===== src/rtl/csm_pkg.sv =====
`default_nettype none
// +------------------------------------------------------------------+
// | csm_pkg : shared command encoding for the computation-storage core |
// | Rev 1.0                                                          |
// +------------------------------------------------------------------+
package csm_pkg;

  typedef enum logic [1:0] {
    RD_MEM_CMD = 2'b00,
    WR_MEM_CMD = 2'b01,
    ADD_CMD    = 2'b10,
    SUB_CMD    = 2'b11
  } cmd_e;

  function automatic logic produces_result(input cmd_e cmd);
    return cmd != WR_MEM_CMD;
  endfunction

endpackage
`default_nettype wire


===== src/rtl/sync_fifo.sv =====
`default_nettype none
// +------------------------------------------------------------------+
// | sync_fifo : first-word-fall-through FIFO with occupancy count     |
// | Rev 1.0                                                          |
// +------------------------------------------------------------------+
module sync_fifo #(
  parameter type         T     = logic [7:0],
  parameter int unsigned DEPTH = 4
) (
  input  logic                     clk,
  input  logic                     rst,
  input  logic                     push_i,
  input  T                         data_i,
  input  logic                     pop_i,
  output T                         data_o,
  output logic                     full_o,
  output logic                     empty_o,
  output logic [$clog2(DEPTH):0]   count_o
);

  localparam int unsigned AW       = $clog2(DEPTH);
  localparam logic [AW:0] FULL_CNT = (AW+1)'(DEPTH);

  T              mem_q [DEPTH];
  logic [AW-1:0] wr_ptr_q;
  logic [AW-1:0] rd_ptr_q;
  logic [AW:0]   count_q;
  logic          do_push;
  logic          do_pop;

  assign do_push = push_i && !full_o;
  assign do_pop  = pop_i && !empty_o;

  always_ff @(posedge clk) begin
    if (!rst) begin
      wr_ptr_q <= '0;
      rd_ptr_q <= '0;
      count_q  <= '0;
    end else begin
      if (do_push) wr_ptr_q <= wr_ptr_q + AW'(1);
      if (do_pop)  rd_ptr_q <= rd_ptr_q + AW'(1);
      count_q <= count_q + (AW+1)'(do_push) - (AW+1)'(do_pop);
    end
  end

  // Storage needs no reset; an empty FIFO presents zero instead.
  always_ff @(posedge clk) begin
    if (do_push) mem_q[wr_ptr_q] <= data_i;
  end

  assign full_o  = (count_q == FULL_CNT);
  assign empty_o = (count_q == '0);
  assign data_o  = empty_o ? T'('0) : mem_q[rd_ptr_q];
  assign count_o = count_q;

endmodule
`default_nettype wire


===== src/rtl/cmd_issue_queue.sv =====
`default_nettype none
// +------------------------------------------------------------------+
// | cmd_issue_queue : buffers host commands, issues them to the core  |
// | and returns tagged results in order with credit-based flow control |
// | Rev 1.0                                                          |
// +------------------------------------------------------------------+
module cmd_issue_queue
  import csm_pkg::*;
#(
  parameter int unsigned MEM_WIDTH  = 8,
  parameter int unsigned MEM_LENGTH = 8,
  parameter int unsigned DEPTH      = 4,
  parameter int unsigned RES_DEPTH  = 4,
  parameter int unsigned CORE_LAT   = 2,
  parameter int unsigned TAG_W      = 4
) (
  input  logic                     clk,
  input  logic                     rst,
  input  logic                     in_valid,
  output logic                     in_ready,
  input  logic [1:0]               in_cmd,
  input  logic [MEM_LENGTH-1:0]    in_addA,
  input  logic [MEM_LENGTH-1:0]    in_addB,
  input  logic [MEM_LENGTH-1:0]    in_addC,
  input  logic [MEM_WIDTH-1:0]     in_data,
  input  logic [TAG_W-1:0]         in_tag,
  output logic [1:0]               core_cmd,
  output logic [MEM_LENGTH-1:0]    core_addA,
  output logic [MEM_LENGTH-1:0]    core_addB,
  output logic [MEM_LENGTH-1:0]    core_addC,
  output logic [MEM_WIDTH-1:0]     core_DQ_i,
  output logic                     core_issue,
  input  logic [MEM_WIDTH-1:0]     core_DQ_o,
  output logic                     res_valid,
  input  logic                     res_ready,
  output logic [MEM_WIDTH-1:0]     res_data,
  output logic [TAG_W-1:0]         res_tag,
  output logic [$clog2(DEPTH):0]   q_count
);

  localparam int unsigned RCW           = $clog2(RES_DEPTH) + 1;
  localparam logic [RCW:0] CREDIT_LIMIT = (RCW+1)'(RES_DEPTH);

  typedef struct packed {
    cmd_e                  cmd;
    logic [MEM_LENGTH-1:0] addA;
    logic [MEM_LENGTH-1:0] addB;
    logic [MEM_LENGTH-1:0] addC;
    logic [MEM_WIDTH-1:0]  data;
    logic [TAG_W-1:0]      tag;
  } csm_cmd_t;

  typedef struct packed {
    logic [MEM_WIDTH-1:0] data;
    logic [TAG_W-1:0]     tag;
  } res_t;

  typedef struct packed {
    logic             want;
    logic [TAG_W-1:0] tag;
  } pipe_t;

  logic                  accept_q;
  logic                  cq_push;
  logic                  cq_full;
  logic                  cq_empty;
  logic [$clog2(DEPTH):0] cq_count;
  csm_cmd_t              cq_in;
  csm_cmd_t              head;

  res_t                  rq_in;
  res_t                  rq_head;
  logic                  rq_push;
  logic                  rq_pop;
  logic                  rq_full;
  logic                  rq_empty;
  logic [RCW-1:0]        rq_count;

  pipe_t                 pipe_q [CORE_LAT];
  pipe_t                 pipe_in;
  logic                  capture;
  logic [RCW-1:0]        inflight_q;
  logic [RCW-1:0]        inflight_d;
  logic [RCW:0]          committed;
  logic                  head_wants;
  logic                  issue;

  cmd_e                  core_cmd_q;
  logic [MEM_LENGTH-1:0] core_addA_q;
  logic [MEM_LENGTH-1:0] core_addB_q;
  logic [MEM_LENGTH-1:0] core_addC_q;
  logic [MEM_WIDTH-1:0]  core_DQ_i_q;
  logic                  core_issue_q;

  always_ff @(posedge clk) begin
    if (!rst) accept_q <= 1'b0;
    else      accept_q <= 1'b1;
  end

  assign in_ready = accept_q && !cq_full;
  assign cq_push  = in_valid && in_ready;

  always_comb begin
    cq_in      = '0;
    cq_in.cmd  = cmd_e'(in_cmd);
    cq_in.addA = in_addA;
    cq_in.addB = in_addB;
    cq_in.addC = in_addC;
    cq_in.data = in_data;
    cq_in.tag  = in_tag;
  end

  sync_fifo #(.T(csm_cmd_t), .DEPTH(DEPTH)) u_cmd_fifo (
    .clk     (clk),
    .rst     (rst),
    .push_i  (cq_push),
    .data_i  (cq_in),
    .pop_i   (issue),
    .data_o  (head),
    .full_o  (cq_full),
    .empty_o (cq_empty),
    .count_o (cq_count)
  );

  // Results already promised (in the pipe or queued) must never exceed the result FIFO.
  assign head_wants = produces_result(head.cmd);
  assign committed  = {1'b0, inflight_q} + {1'b0, rq_count};
  assign issue      = !cq_empty && (!head_wants || (committed < CREDIT_LIMIT));

  always_ff @(posedge clk) begin
    if (!rst || !issue) begin
      core_cmd_q   <= RD_MEM_CMD;
      core_addA_q  <= '0;
      core_addB_q  <= '0;
      core_addC_q  <= '0;
      core_DQ_i_q  <= '0;
      core_issue_q <= 1'b0;
    end else begin
      core_cmd_q   <= head.cmd;
      core_addA_q  <= head.addA;
      core_addB_q  <= head.addB;
      core_addC_q  <= head.addC;
      core_DQ_i_q  <= head.data;
      core_issue_q <= 1'b1;
    end
  end

  always_comb begin
    pipe_in = '0;
    if (issue) begin
      pipe_in.want = head_wants;
      pipe_in.tag  = head.tag;
    end
  end

  always_ff @(posedge clk) begin
    if (!rst) begin
      for (int unsigned i = 0; i < CORE_LAT; i++) pipe_q[i] <= '0;
    end else begin
      pipe_q[0] <= pipe_in;
      for (int unsigned i = 1; i < CORE_LAT; i++) pipe_q[i] <= pipe_q[i-1];
    end
  end

  assign capture   = pipe_q[CORE_LAT-1].want;
  assign rq_push   = capture && !rq_full;
  assign rq_in.data = core_DQ_o;
  assign rq_in.tag  = pipe_q[CORE_LAT-1].tag;

  always_comb begin
    inflight_d = inflight_q;
    if (issue && head_wants) inflight_d = inflight_d + RCW'(1);
    if (capture)             inflight_d = inflight_d - RCW'(1);
  end

  always_ff @(posedge clk) begin
    if (!rst) inflight_q <= '0;
    else      inflight_q <= inflight_d;
  end

  sync_fifo #(.T(res_t), .DEPTH(RES_DEPTH)) u_res_fifo (
    .clk     (clk),
    .rst     (rst),
    .push_i  (rq_push),
    .data_i  (rq_in),
    .pop_i   (rq_pop),
    .data_o  (rq_head),
    .full_o  (rq_full),
    .empty_o (rq_empty),
    .count_o (rq_count)
  );

  assign res_valid  = !rq_empty;
  assign rq_pop     = res_valid && res_ready;
  assign res_data   = rq_head.data;
  assign res_tag    = rq_head.tag;
  assign q_count    = cq_count;

  assign core_cmd   = core_cmd_q;
  assign core_addA  = core_addA_q;
  assign core_addB  = core_addB_q;
  assign core_addC  = core_addC_q;
  assign core_DQ_i  = core_DQ_i_q;
  assign core_issue = core_issue_q;

endmodule
`default_nettype wire


===== config.mk =====
export PLATFORM = sky130hd
export DESIGN_NAME = cmd_issue_queue
export DESIGN_NICKNAME = d
export VERILOG_FILES = /design/src/rtl/csm_pkg.sv /design/src/rtl/sync_fifo.sv /design/src/rtl/cmd_issue_queue.sv
export SDC_FILE = /design/constraint.sdc
export NUM_CORES = 1
export LEC_CHECK = 0
export CAP_MARGIN = 10
export CORE_UTILIZATION = 51
export DETAILED_ROUTE_END_ITERATION = 10
export GPL_TIMING_DRIVEN = 1
export PLACE_DENSITY_LB_ADDON = 0.05
export SLEW_MARGIN = 15
export SYNTH_ARGS = -nofsm -noshare
export SYNTH_HDL_FRONTEND = slang
export SYNTH_HIERARCHICAL = 1
export SYNTH_SLANG_ARGS = --single-unit

===== constraint.sdc =====
create_clock -name clk -period 3.05 [get_ports clk]
set_input_delay 0.61 -clock clk [delete_from_list [all_inputs] [get_ports clk]]
set_output_delay 0.61 -clock clk [all_outputs]
set_load 0.02 [all_outputs]

==> Word-level counts from Yosys, hierarchy flattened <==
Memories as Yosys holds them, arrays and structs flattened. A register that Yosys moved wholly into a read port is not among the register bits.
Index checks and enable logic that the tools add are counted.
{ "word_totals": {"ramBits": 210, "out_inout_bits": 52, "n_memories": 3, "word_cells": 74, "in_bits": 50, "register_bits": 53} }
{ "memory_table": {"columns": ["name", "words", "width", "read_ports", "rd_clocked_by_memory_dff", "wr", "line", "rtl"], "rows": [
  ["u_cmd_fifo.mem_q", 4, 38, 1, 1, 1, "sync_fifo.sv:24", "T mem_q [DEPTH];"],
  ["u_res_fifo.mem_q", 4, 12, 1, 1, 1, "sync_fifo.sv:24", null],
  ["pipe_q", 2, 5, 2, 0, 2, "cmd_issue_queue.sv:79", "pipe_t pipe_q [CORE_LAT];"]
]} }
{ "op_classes": {"magnitude_cmp": 1, "muxes": 18, "eq_ne": 3, "n_addsub": 11, "bitwise_logic": 2, "reduce_logical": 22} }
{ "op_table": {"columns": ["op", "count"], "rows": [
  ["$mux 38", 1],
  ["$mux 5", 3],
  ["$mux 12", 1],
  ["$logic_and 1x1->1", 10],
  ["$add 2x1->2 const B", 4],
  ["$mux 2", 4],
  ["$logic_not 1->1", 7],
  ["$mux 1", 7],
  ["$add 3x1->3", 2],
  ["$eq 3x3->1 const B", 2],
  ["$logic_not 3->1", 2],
  ["$mux 3", 2],
  ["$sub 3x1->3", 2],
  ["$add 3x3->4", 1],
  ["$lt 4x3->1 const B", 1],
  ["$add 3x1->3 const B", 1],
  ["$sub 3x1->3 const B", 1],
  ["$logic_or 1x1->1", 2],
  ["$ne 2x1->1 const B", 1],
  ["$or 1x1->1", 2],
  ["$reduce_or 2->1", 1]
]} }

==> Depth between registers and ports, before layout <==
{ "logic_depth": {"depth_word": 10, "mapped_depth": 14} }

==> Modules after synthesis <==
The synthesis kept the hierarchy.
{ "modules_own_cells": {"columns": ["mod", "n_inst", "cells_each", "area_per_inst_um2", "seq_area_each_um2"], "rows": [
  ["sync_fifo (u_cmd_fifo)", 1, 291, 6218.5, 4744.6],
  ["sync_fifo (u_res_fifo)", 1, 126, 2384.8, 1621.6],
  ["cmd_issue_queue", 1, 139, 1614.0, 980.9]
]} }

==> Least setup slack after synthesis <==
Ideal clock, no wire load.
{ "synth_timing": {"path_kind": "register -> register", "start": "reg with a tool-made name", "end": "reg u_cmd_fifo.count_q[2], in the netlist u_cmd_fifo/count_o[2]", "t_arrival_ns": 3.013, "stages_incl_launch_ff": 15, "setup_slack_ns": -0.078, "period_less_slack_ns": 3.128, "path_cell_list": "dfxtp_1 -> buf_6 -> buf_6 -> mux4_2 -> nor2b_1 -> nand2b_1 -> a21oi_1 -> nor2b_1 -> ha_1 -> inv_1 -> ha_1 -> fa_1 -> xnor2_1 -> xnor2_1 -> and2_1"} }
{ "synth_rtl": {"columns": ["element", "line", "rtl"], "rows": [
  ["end signal, assigned", "sync_fifo.sv:42", "count_q <= count_q + (AW+1)'(do_push) - (AW+1)'(do_pop);"],
  ["end, declared", "sync_fifo.sv:27", "logic [AW:0] count_q;"]
]} }

==> Worst setup path after layout <==
{ "layout_timing": {"start": "reg u_res_fifo.count_q[2], in the netlist u_res_fifo/count_o[2]", "end": "reg u_cmd_fifo.count_q[2], in the netlist u_cmd_fifo/count_o[2]"} }
{ "layout_via": {"elab_chain_cells": 6} }
{ "layout_rtl": {"columns": ["element", "line", "rtl"], "rows": [
  ["start, declared", "sync_fifo.sv:27", null],
  ["start signal, assigned", "sync_fifo.sv:42", null],
  ["$add 3x3->4", "cmd_issue_queue.sv:127", "assign committed = {1'b0, inflight_q} + {1'b0, rq_count};"],
  ["$lt 4x3->1", "cmd_issue_queue.sv:128", "assign issue = !cq_empty && (!head_wants || (committed < CREDIT_LIMIT));"],
  ["$logic_or 1x1->1", "cmd_issue_queue.sv:128", null],
  ["$logic_and 1x1->1", "cmd_issue_queue.sv:128", null],
  ["via issue", "cmd_issue_queue.sv:86", "logic issue;"],
  ["$logic_and 1x1->1", "sync_fifo.sv:32", "assign do_pop = pop_i && !empty_o;"],
  ["via u_cmd_fifo.do_pop", "sync_fifo.sv:29", "logic do_pop;"],
  ["$sub 3x1->3", "sync_fifo.sv:42", null]
]} }
The timed path passes the listed nets, and every way through them passes these cells.
A chain may end at the register's enable or synchronous reset.

==> summary.txt <==
Synthesis
  • Post-synthesis mux area share: 11.8%
  • Simple logic cell fraction of the synthesized area: 10.6%
  • Yosys reg bits: 267
  • FFs w/ async S/R, synth: 0%
  • Syn_area_per_cell: 18.4 um2
  • Post-synth EDFFs: 200
  • Post-synthesis xor/xnor area fraction: 0.429%
  • Complex-gate fraction of the synthesized area: 0.894%
  • Largest area contributor in the netlist: edfxtp_1
  • Synth top area cells: edfxtp_1, dfxtp_1, mux4_2, nor2b_1, and2_1
  • Post-synthesis cell count: 556
  • Synth warnings: 6
  • Syn Std Cell Area: 10,200 um2
  • Seq/Total Area, Yosys: 71.9%
  • Syn Nets: 624
  • Main combinational cell family by area after synthesis: multiplexers
  • Post-synth top flop: edfxtp_1
  • Netlist cell types: 41
  • Adder and majority gate portion of the synthesized area: 2.35%
  • Area share of the largest cell type after synthesis: 58.8%

Place
  • Port bufs: 101
  • Dpl cells: 919
  • DP HPWL: 10,700 um
  • Routability cong.: 0.748

CTS
  • CTS Buffer Depth: 3
  • CTS tree: done
  • Htree depth: 1
  • Clock Tree Root: clkbuf_16
  • Num CTS Buffers: 28
  • Clock sinks: 267
  • Reg clk slew, reported paths: 60 ps
  • Worst skew pair latency: 540 ps

Timing
  • Slew Limit Fails: 0
  • Hold Fails Final Rpt: 0
  • Clk_skew: 13.5 ps
  • Worst-Margin Slew: 762 ps
  • RSZ-0062 raised after global routing: false
  • Tcrit/Tclk final: 96.6%
  • Slew margin rel.: 49.2%
  • Final Setup Violations: 0
  • Hold Worst Slack: 432 ps
  • Fmax: 0.340 GHz
  • Min cycle time layout: 2950 ps

Global route
  • Initial antenna violation count: 1
  • Global Route Usage Sum: 18.1%
  • First-pass GRT wire length: 28,000 um
  • Largest net degree at the start of global routing: 38
  • Grt total ovfl: 0
  • Vias in the first global route: 5,372

Worst setup path
  • Setup Crit Path Kind: reg2reg
  • Crit Path Max Fanout: 4
  • WP buf/inv: 1
  • CP cell instances: ha_1, or3_4, or2_4, a21oi_4, nor2b_4, ha_1, inv_1, ha_1, fa_1, xnor2_1, xnor2_1, and2_1
  • Delay-heaviest family, CP: simple AND/OR/NAND/NOR gates
  • CP Capture Type: register
  • Critical path startpoint category: register
  • CP most frequent cell: ha_1
  • Worst path slowest cell: or3_4
  • CP max stage delay: 420 ps
  • CP Data Arrival Time: 3370 ps
  • Worst Path Required: 3470 ps

Power and ir drop
  • Pwr/cell area: 826 nW/um2
  • Logic gate share of total power: 25.4%
  • Clk pwr share: 32.6%
  • Switching power total: 0.00282 W
  • Worst VDD drop: 0.499 mV
  • Lkg Pwr: 4.29 nW
  • Total power: 0.0104 W
  • Internal Pwr Total: 0.00762 W
  • Flop pwr share: 42.0%
  • Net Sw Frac: 27.0%

Floorplan
  • IO Pins: 102
  • Initial Util: 52.3%
  • Full die area: 20,600 um2
  • Area of the core: 19,500 um2
  • Die Y: 144 um
  • # rows: 51
  • Die Wd: 144 um

Cells and area
  • Final Non-Filler Cells: 972
  • Area delta synth->final: 23.6%
  • Final net count: 752
  • Share of cells above drive strength 1: 21.8%
  • Fillers: 1,399

Job
  • Max_cap viols: 0

Route
  • Number of routed nets with antenna violations: 0
  • Wirelength per Cell: 18.2 um
  • Drt first pass iters: 4
  • Vias/cell: 5.12
  • # DRC: 0
  • WL final: 17,700 um
  • DRT iter0 DRCs: 195
  • Vias: 4,981

Status
  • Outcome: finished clean

Worst hold path
  • Hold WC Path Type: reg2reg
per-layer routing:
metal	global-route usage [%]	vias up	wire (um)
li1	-	2338	-
met1	22.4	2514	7330
met2	32.1	95	9160
met3	3.70	34	759
met4	5.38	0	469
met5	0	-	0
sequential cells by signal (all words and copies together) (netlist names), 2 cells and up, named ones only:
register / count
u_cmd_fifo/mem_q: 152
u_res_fifo/mem_q: 48
pipe_q: 10
core_DQ_i: 8
core_addA: 8
core_addB: 8
core_addC: 8
inflight_q: 3
u_cmd_fifo/count_o: 3
u_res_fifo/count_o: 3
core_cmd: 2
u_cmd_fifo/rd_ptr_q: 2
u_cmd_fifo/wr_ptr_q: 2
u_res_fifo/rd_ptr_q: 2
u_res_fifo/wr_ptr_q: 2
cell usage after synthesis, drive strengths merged (2+ instances only):
cell type and n:
nor2b 57, nor4 2, a21oi 4, nor3 5, mux2i 7, nor3b 2
nor2 4, ha 16, nand2 18, dfxtp 67, o21ai 6, mux4 50
or3 3, clkbuf 8, xnor2 4, buf 14, inv 15, a21boi 3
nand3 3, fa 2, and2 57, edfxtp 200
layout make-up:
| type | count | area, um2 | share of cell area [%] |
|---|---|---|---|
| Antenna cell | 1 | 2.50 | 0.0198 |
| Timing Repair Buffer | 120 | 1260 | 9.95 |
| Clock buffer | 33 | 729 | 5.77 |
| Multi-Input combinational cell | 252 | 2690 | 21.3 |
| Clock inverter | 19 | 213 | 1.68 |
| Inverter | 15 | 56.3 | 0.446 |
| Tap cell | 265 | 332 | 2.62 |
| Sequential cell | 267 | 7350 | 58.2 |
power by group through the flow:
stage / combinational [W] / clock (W) / sequential, W
2_1_floorplan: 0.00175 / 0 / 0.00457
6_report: 0.00265 / 0.00340 / 0.00439
3_3_place_gp: 0.00264 / 0 / 0.00445
4_1_cts: 0.00270 / 0.00349 / 0.00439
3_5_place_dp: 0.00268 / 0 / 0.00446
5_1_grt: 0.00289 / 0.00362 / 0.00442
metrics by stage:
step	setup TNS, ps	util (%)	setup WS, ps	cell area [um2]
final	0	64.7	105	12600
after global routing	0	64.7	4.67	12600
after detailed placement	-12.9	59.8	-12.9	11700
after global placement	0	59.8	110	11700
after floorplan	0	-	17.6	10200
after CTS	0	64.6	42.0	12600
final timing paths:
check,start,end,slack (ps),depth (start not counted)
worst max-delay path,u_res_fifo/count_o[2],u_cmd_fifo/count_o[2],100,12
worst min-delay path,pipe_q[0][4],pipe_q[0][9],430,1
worst max register to register,u_res_fifo/count_o[2],u_cmd_fifo/count_o[2],100,12
worst min register to register,pipe_q[0][4],pipe_q[0][9],430,1
logic make-up after synthesis:
logic type,after synthesis
XOR/XNOR,5
AND/OR/NAND/NOR,158
buffers and inverters,37
AO/OA/AOI/OAI,14
multiplexers,57
flip-flops,267
adder cells (fa/ha/maj),18
what timing repair did:
| item | in CTS | in global routing |
|---|---|---|
| gates resized for setup | 1 | 2 |
| pin swaps | 0 | 1 |
| setup buffers | 0 | 0 |
| endpoints found under the setup margin | 1 | 2 |
| hold buffers | 0 | 0 |
worst reg2reg max path, cell delays in order (launching register included):
cell,delay (ps)
dfxtp_2,350
ha_1,320
or3_4,420
or2_4,280
a21oi_4,140
nor2b_4,170
ha_1,130
inv_1,40
ha_1,180
fa_1,380
xnor2_1,140
xnor2_1,130
and2_1,160
cells in the final DEF (no fill, tap or decap), types with 3 or more instances in the layout:
cell type | Yosys | routed
nor3_1 | 3 | 3
clkinv_1 | 0 | 4
clkbuf_16 | 0 | 28
inv_1 | 15 | 15
clkinv_2 | 0 | 7
nor2b_4 | 10 | 11
a21oi_1 | 4 | 3
buf_12 | 0 | 8
mux4_2 | 48 | 48
nand2_1 | 18 | 18
bufinv_16 | 0 | 4
dfxtp_1 | 67 | 64
xnor2_1 | 4 | 4
and2_2 | 16 | 20
clkbuf_1 | 8 | 4
o21ai_0 | 6 | 6
and2_1 | 41 | 37
buf_4 | 2 | 10
nand3_1 | 3 | 3
clkdlybuf4s50_1 | 0 | 101
edfxtp_1 | 200 | 200
mux2i_1 | 7 | 7
ha_1 | 16 | 16
nor2_1 | 4 | 4
nor2b_1 | 47 | 46
Power figures use the tool's default switching activity.
